===== config.mk =====
export PLATFORM = sky130hd
export DESIGN_NAME = counter_control_flat
export DESIGN_NICKNAME = d
export VERILOG_FILES = /design/src/rtl/counter_control_if.sv /design/src/rtl/counter_control.sv /design/src/flat_wrapper.sv
export SDC_FILE = /design/constraint.sdc
export NUM_CORES = 1
export LEC_CHECK = 0
export CELL_PAD_IN_SITES_DETAIL_PLACEMENT = 1
export CELL_PAD_IN_SITES_GLOBAL_PLACEMENT = 1
export CORE_ASPECT_RATIO = 2
export CORE_MARGIN = 8
export CORE_UTILIZATION = 41
export CTS_CLUSTER_SIZE = 14
export DETAILED_ROUTE_END_ITERATION = 12
export HOLD_SLACK_MARGIN = 0.06
export PLACE_DENSITY_LB_ADDON = 0.1
export SLEW_MARGIN = 30
export SYNTH_ARGS = -nofsm -noshare
export SYNTH_HDL_FRONTEND = slang
export SYNTH_SLANG_ARGS = --single-unit

===== constraint.sdc =====
create_clock -name clk_i -period 2.7 [get_ports clk_i]
set_clock_uncertainty 0.15 [all_clocks]
set_input_delay 0.54 -clock clk_i [delete_from_list [all_inputs] [get_ports clk_i]]
set_output_delay 0.54 -clock clk_i [all_outputs]
set_load 0.05 [all_outputs]

===== src/rtl/counter_control_if.sv =====
// counter_control_if: run-control handshake and datapath status/strobes for counter_control.
interface counter_control_if #(parameter int PERIOD_W = 8);
    logic                start;
    logic                dir;
    logic [PERIOD_W-1:0] period;
    logic                pause;
    logic                abort;
    logic                z;
    logic                m;
    logic                op;
    logic                c_ld;
    logic                c_clr;
    logic                busy;
    logic                done;
    logic [15:0]         steps;
    modport master (output start, dir, period, pause, abort, z, m,
                    input op, c_ld, c_clr, busy, done, steps);
    modport slave  (input start, dir, period, pause, abort, z, m,
                    output op, c_ld, c_clr, busy, done, steps);
endinterface


===== src/rtl/counter_control.sv =====
// counter_control: sequences clear/step strobes for an external up/down counter datapath.
module counter_control #(
    parameter int PERIOD_W = 8
) (
    input  logic             clk_i,
    input  logic             rst_ni,
    counter_control_if.slave ctl
);
    typedef enum logic [2:0] {IDLE, CLEAR, COUNT, PAUSED, DONE} state_e;
    state_e              state_q;
    logic [PERIOD_W-1:0] pc_q;
    logic [PERIOD_W-1:0] per_q;
    logic                dir_q;
    logic [15:0]         steps_q;
    logic                term;
    assign term      = dir_q ? ctl.z : ctl.m;
    // A step is withheld on the terminal value so the counter never overshoots.
    assign ctl.c_ld  = (state_q == COUNT) && !ctl.abort && !ctl.pause && !term && (pc_q == '0);
    assign ctl.c_clr = (state_q == CLEAR);
    assign ctl.busy  = (state_q == CLEAR) || (state_q == COUNT) || (state_q == PAUSED);
    assign ctl.done  = (state_q == DONE);
    assign ctl.op    = dir_q;
    assign ctl.steps = steps_q;
    always_ff @(posedge clk_i or negedge rst_ni) begin
        if (!rst_ni) begin
            state_q <= IDLE;
            pc_q    <= '0;
            per_q   <= '0;
            dir_q   <= 1'b0;
            steps_q <= '0;
        end else begin
            case (state_q)
                IDLE: if (ctl.start) begin
                    dir_q   <= ctl.dir;
                    per_q   <= ctl.period;
                    pc_q    <= ctl.period;
                    steps_q <= '0;
                    state_q <= ctl.dir ? COUNT : CLEAR;
                end
                CLEAR: begin
                    pc_q    <= per_q;
                    state_q <= ctl.abort ? IDLE : COUNT;
                end
                COUNT: begin
                    if (ctl.abort) state_q <= IDLE;
                    else if (ctl.pause) state_q <= PAUSED;
                    else if (term) state_q <= DONE;
                    else if (pc_q == '0) begin
                        pc_q    <= per_q;
                        steps_q <= steps_q + {15'd0, steps_q != 16'hFFFF};
                    end else pc_q <= pc_q - 1'b1;
                end
                PAUSED: begin
                    if (ctl.abort) state_q <= IDLE;
                    else if (!ctl.pause) state_q <= COUNT;
                end
                DONE:    state_q <= IDLE;
                default: state_q <= IDLE;
            endcase
        end
    end
endmodule


===== src/flat_wrapper.sv =====
// flat-port wrapper written by rule: the top's interface ports become plain ports
module counter_control_flat 
#(
    parameter int PERIOD_W = 8
)
  (clk_i, rst_ni, ctl_start, ctl_dir, ctl_period, ctl_pause, ctl_abort, ctl_z, ctl_m, ctl_op, ctl_c_ld, ctl_c_clr, ctl_busy, ctl_done, ctl_steps);
  counter_control_if #(.PERIOD_W(PERIOD_W)) ctl_i ();
  input  logic clk_i;
  input  logic rst_ni;
  input wire logic [$bits(ctl_i.start)-1:0] ctl_start;
  input wire logic [$bits(ctl_i.dir)-1:0] ctl_dir;
  input wire logic [$bits(ctl_i.period)-1:0] ctl_period;
  input wire logic [$bits(ctl_i.pause)-1:0] ctl_pause;
  input wire logic [$bits(ctl_i.abort)-1:0] ctl_abort;
  input wire logic [$bits(ctl_i.z)-1:0] ctl_z;
  input wire logic [$bits(ctl_i.m)-1:0] ctl_m;
  output wire logic [$bits(ctl_i.op)-1:0] ctl_op;
  output wire logic [$bits(ctl_i.c_ld)-1:0] ctl_c_ld;
  output wire logic [$bits(ctl_i.c_clr)-1:0] ctl_c_clr;
  output wire logic [$bits(ctl_i.busy)-1:0] ctl_busy;
  output wire logic [$bits(ctl_i.done)-1:0] ctl_done;
  output wire logic [$bits(ctl_i.steps)-1:0] ctl_steps;
  assign ctl_i.start = ctl_start;
  assign ctl_i.dir = ctl_dir;
  assign ctl_i.period = ctl_period;
  assign ctl_i.pause = ctl_pause;
  assign ctl_i.abort = ctl_abort;
  assign ctl_i.z = ctl_z;
  assign ctl_i.m = ctl_m;
  assign ctl_op = ctl_i.op;
  assign ctl_c_ld = ctl_i.c_ld;
  assign ctl_c_clr = ctl_i.c_clr;
  assign ctl_busy = ctl_i.busy;
  assign ctl_done = ctl_i.done;
  assign ctl_steps = ctl_i.steps;
  counter_control #(.PERIOD_W(PERIOD_W)) u_core (.clk_i(clk_i), .rst_ni(rst_ni), .ctl(ctl_i));
endmodule

== Word level (Yosys, flattened, before mapping) ==
Index checks and enable logic that the tools add are counted.

* Add/subtract/negate cells: 2
* Equal/unequal tests: 12
* Reductions and logical operators: 17
* Muxes and demuxes: 22

{| class="wikitable"
|+ Operators with widths
! operator !! count
|-
| $mux W16 || 5
|-
| $mux W8 || 5
|-
| $pmux W16 S2 || 1
|-
| $pmux W8 S3 || 1
|-
| $mux W3 || 6
|-
| $add A16 B1 Y16 || 1
|-
| $ne A16 B16 Y1 const B || 1
|-
| $pmux W3 S4 || 1
|-
| $ne A2 B2 Y1 const B || 5
|-
| $logic_not A8 Y1 || 1
|-
| $sub A8 B1 Y8 const B || 1
|-
| $eq A3 B2 Y1 const B || 2
|-
| $reduce_and A6 Y1 || 1
|-
| $reduce_and A5 Y1 || 1
|-
| $logic_and A1 B1 Y1 || 4
|-
| $mux W2 || 2
|-
| $ne A4 B3 Y1 const B || 1
|-
| $eq A3 B1 Y1 const B || 1
|-
| $eq A3 B3 Y1 const B || 1
|-
| $logic_not A1 Y1 || 3
|-
| $logic_not A3 Y1 || 1
|-
| $ne A3 B3 Y1 const B || 1
|-
| $reduce_and A3 Y1 || 1
|-
| $reduce_bool A3 Y1 || 1
|-
| 4 further kinds || 5
|}

* Flip-flop bits (word level): 36
* Output and inout bits: 21
* Word-level logic and storage cells: 58
* Input bits: 16

== Longest topological paths before layout ==
Gate-level depths: netlist of run 1.

* Depth after elaboration: 7
* Gate-level depth with buffers: 10
* Gate-level depth less buffers: 9

== Worst setup path after synthesis of run 1 ==
OpenSTA, ideal clock, no wires.

* Kind: flip-flop to output port
* Start: reg u_core.pc_q[0]
* End: out ctl_c_ld
* Slack: -1116 ps
* Buffers on the path: 1
* Stages on the path, launching flop included: 7
* Arrival time: 3126 ps
* Data required time: 2010 ps
* Cell sequence: dfrtp_1 -> inv_1 -> ha_1 -> or3b_2 -> clkbuf_1 -> or3_4 -> nor4_1

* Cells in the longest elaborated chain, start to end: 2

{| class="wikitable"
|+ Ends and longest elaborated chain
! element !! line !! RTL
|-
| start, declared || counter_control.sv:11 || <nowiki>logic [PERIOD_W-1:0] pc_q;</nowiki>
|-
| start signal, assigned || counter_control.sv:36 || <nowiki>pc_q <= ctl.period;</nowiki>
|-
| start signal, assigned || counter_control.sv:41 || <nowiki>pc_q <= per_q;</nowiki>
|-
| start signal, assigned || counter_control.sv:49 || <nowiki>pc_q <= per_q;</nowiki>
|-
| $logic_not A8 Y1 || counter_control.sv:18 || <nowiki>assign ctl.c_ld = (state_q == COUNT) && !ctl.abort && !ctl.pause && !term && (pc_q == '0);</nowiki>
|-
| $logic_and A1 B1 Y1 || counter_control.sv:18 ||
|-
| end, declared || flat_wrapper.sv:18 || <nowiki>output wire logic [$bits(ctl_i.c_ld)-1:0] ctl_c_ld;</nowiki>
|}

Every way passes these cells.

== Final worst setup path of run 1 ==
Same ends and word-level chain as after synthesis.

==> results of run 1 <==
## metal layers
layer,share of wire [%],vias up,track usage (%)
li1,-,1149,-
met1,35,1225,17.0
met2,61,29,40.8
met3,2.0,11,2.71
met4,2.3,0,8.98
met5,0,-,0
## cells by family after synthesis
group / after synthesis / synth area share (%)
multiplexers: 10 / 4.37
XOR/XNOR: 3 / 1.11
flip-flops: 36 / 37.9
adder cells (fa/ha/maj): 4 / 2.11
buffers and inverters: 25 / 4.68
AO/OA/AOI/OAI: 71 / 20.9
AND/OR/NAND/NOR: 123 / 28.9
## cells in the mapped netlist, types with 3 or more instances
cell       n
nand4_1    4
a31oi_1    6
nor2_1     8
o211ai_1   3
a22o_1     7
and4_1     4
or4_1      6
nor3_1     5
mux2i_1    7
or3_1      4
dfrtp_1   36
a22oi_1    5
nor4_1     7
mux2_2     3
clkbuf_1  13
inv_1      7
xnor2_1    3
o31ai_1    8
ha_1       4
a21oi_1   14
o21ai_0    9
nand2_1   45
or2_2      8
and2_1     7
nor3b_1    5
and3_1     3
nand3_1    4
## final cells by class
cell class              count  area share [%]
multi-input cells         211            43.5
clock buffers               6            4.01
repair buffers             75            21.1
well taps                  61            2.38
flip-flops and latches     36            28.1
clock inverters             1           0.156
inverters                   7           0.818
## worst reg2reg max path, delay by kind of cell, from the launching register on
kind | cells | cell delay, ns
fa+ha+maj | 1 | 0.13
compound gates | 2 | 0.46
simple gates | 2 | 0.86
flops | 1 | 0.40
buf+inv | 3 | 0.41
## metrics by stage
| step | setup WS, ns | power [uW] | utilization (%) | cells | TNS, ns |
|---|---|---|---|---|---|
| floorplan | -0.213 | 1850 | - | 272 | -0.213 |
| global placement | 0.00947 | 2470 | 53.2 | 384 | 0 |
| detailed placement | -0.00893 | 2530 | 53.2 | 384 | -0.00893 |
| CTS | -0.227 | 3150 | 56.3 | 394 | -0.227 |
| global route | -0.105 | 3350 | 56.7 | 397 | -0.105 |
| finish | -0.0635 | 3160 | 56.7 | 397 | -0.0635 |
## flip-flops by register name, summed over array words and instances (netlist names)
name              flops
u_core.ctl.op         1
u_core.ctl.steps     16
u_core.pc_q           8
u_core.per_q          8
u_core.state_q        3
## worst max-delay path by stage
stage	start	to	slack (ns)
CTS	u_core.pc_q[1]$_DFFE_PN0P_	ctl_c_ld	-0.23
finish	u_core.pc_q[0]$_DFFE_PN0P_	ctl_c_ld	-0.06
global placement	ctl_z	ctl_c_ld	0.009
detailed placement	ctl_m	ctl_c_ld	-0.009
floorplan	u_core.pc_q[0]$_DFFE_PN0P_	ctl_c_ld	-0.21
global route	u_core.pc_q[0]$_DFFE_PN0P_	ctl_c_ld	-0.11
## timing repair
action,4_1_cts,5_1_grt
endpoints found under the setup margin,1,1
resized for setup,5,0
gates cloned,0,0
hold buffers,0,0
pin swaps,3,3
buffers inserted,3,3
## power by group through the flow
stage                     sequential, uW  combinational [uW]  clock [uW]
final                                882                1720         561
after floorplan                      921                 932           0
after global routing                 901                1860         588
after global placement               878                1590           0
after CTS                            881                1700         572
after detailed placement             885                1640           0
==> impl_metrics.ini, run 1 <==
[setup_path]
crit_arrival_ns = 2.07
reg2reg_to = u_core.ctl.steps[4]$_DFFE_PN0P_
cp_cell_sequence = inv_2, ha_4, or3b_4, or3_4, nor4_4, buf_12
r2r_slack_ns = 0.21
path_class = register to output port
path_buf_inv = 2
crit_family = simple AND/OR/NAND/NOR gates
slowest_stage = dfrtp_1
worstPathMaxFanout = 2
required_ns = 2.01
critPathLaunchType = register
cp.depth = 6
max_stage_delay_ns = 0.40
r2r-start = u_core.pc_q[0]$_DFFE_PN0P_
end_kind = output port
reg2regPathDepth = 8

[yosys]
syn_inst = 272
synthFlopType = dfrtp_1
synth-edff-count = 0
ys_seq_elements = 36
synth_top_area_share_pct = 37.9
synth_seq_area_share_pct = 37.9
syn_area_um2 = 2380
synthTopCellsByArea = dfrtp_1, nand2_1, a21oi_1, mux2i_1, a22o_1
async_reset_ff_share_pct = 100
syn-num-nets = 292
avgSynthCellArea_um2 = 8.74
synth.largest_area_cell = dfrtp_1
ys_warn_count = 0
ys_types = 54

[final_layout]
nets = 356
finalInstanceArea_um2 = 3210
n_antenna_cell = 0
syn2layout_area_growth_pct = 35.1
final_common_cell = nand2_1
drive_above_1_share_pct = 21.4
final_cell_mix = nand2_1, buf_4, dfrtp_1, clkdlybuf4s50_1, a21oi_1
n_fill_cell = 656
multi_input_area_um2 = 1400
seqCellArea_um2 = 901

[sta]
hold_ws_ns = 0.0654
finalSetupViolations = 1
fin_crit_sh_pct = 102
fin_crit_ns = 2.76
slew_violations = 0
setup_slack_ns = -0.0635
hold_viol_final = 0
worst_pin_slew_ns = 0.509
relSlewSlack_pct = 66.0
fmax_ghz = 0.362
rsz0062_at_grt = yes

[floorplanning]
ioPinCount = 37
die_h_um = 124
start_util_pct = 42.0
core-area_um2 = 5660
num_rows = 39
die_x_um = 69.8
dieArea_um2 = 8640

[power]
p_clk_share_pct = 17.7
power_frac_comb_pct = 54.4
switchingPower_uw = 1370
peakVddDrop_v = 0.000754
swShare_pct = 43.2
p_leak_uw = 0.00131
intPower_uw = 1800
p_per_area_nw_per_um2 = 985
pwr-share-seq_pct = 27.9

[clocking]
root_buffer = clkbuf_16
clock_latency_ns = 0.29
clk_transition_reported_paths_ns = 0.06
clock-sinks = 36
ctsHtreeMaxLevel = 2
clockBufferDepth = 2
cts_tree = done
cts-buffers-inserted = 5

[placed_design]
io_buffer_count = 36
dpl_cell_area_um2 = 3010
hpwl_mm = 6.18
place_congestion = 0.868

[route]
drtPass1Iterations = 4
drt_wl_total_mm = 8.24
drcViolationCount = 0
viasPerCell = 6.08
ant_nets = 0
via_count = 2414
wl_per_cell_um = 20.7
drt_iter0_drc = 89

[global_routing]
grt_first_pass_wirelength_mm = 13.4
grt_overflow_total = 0
grt_max_degree = 37
antenna_found_initial = 0
first_global_vias = 2699
grt.total_usage_pct = 19.4

[job]
maxCapViolCount = 0

[run_status]
status = finished, violations left
violations = setup timing

[hold_path]
min_path_type = input pin to async pin
Note: power is estimated with default switching activity, not from simulation.
==> run 2, diff against run 1 <==
CTS_CLUSTER_SIZE = default   (was 14)
==> results of run 2 <==
Final layout, timing and power as in run 1 (identical DEF).
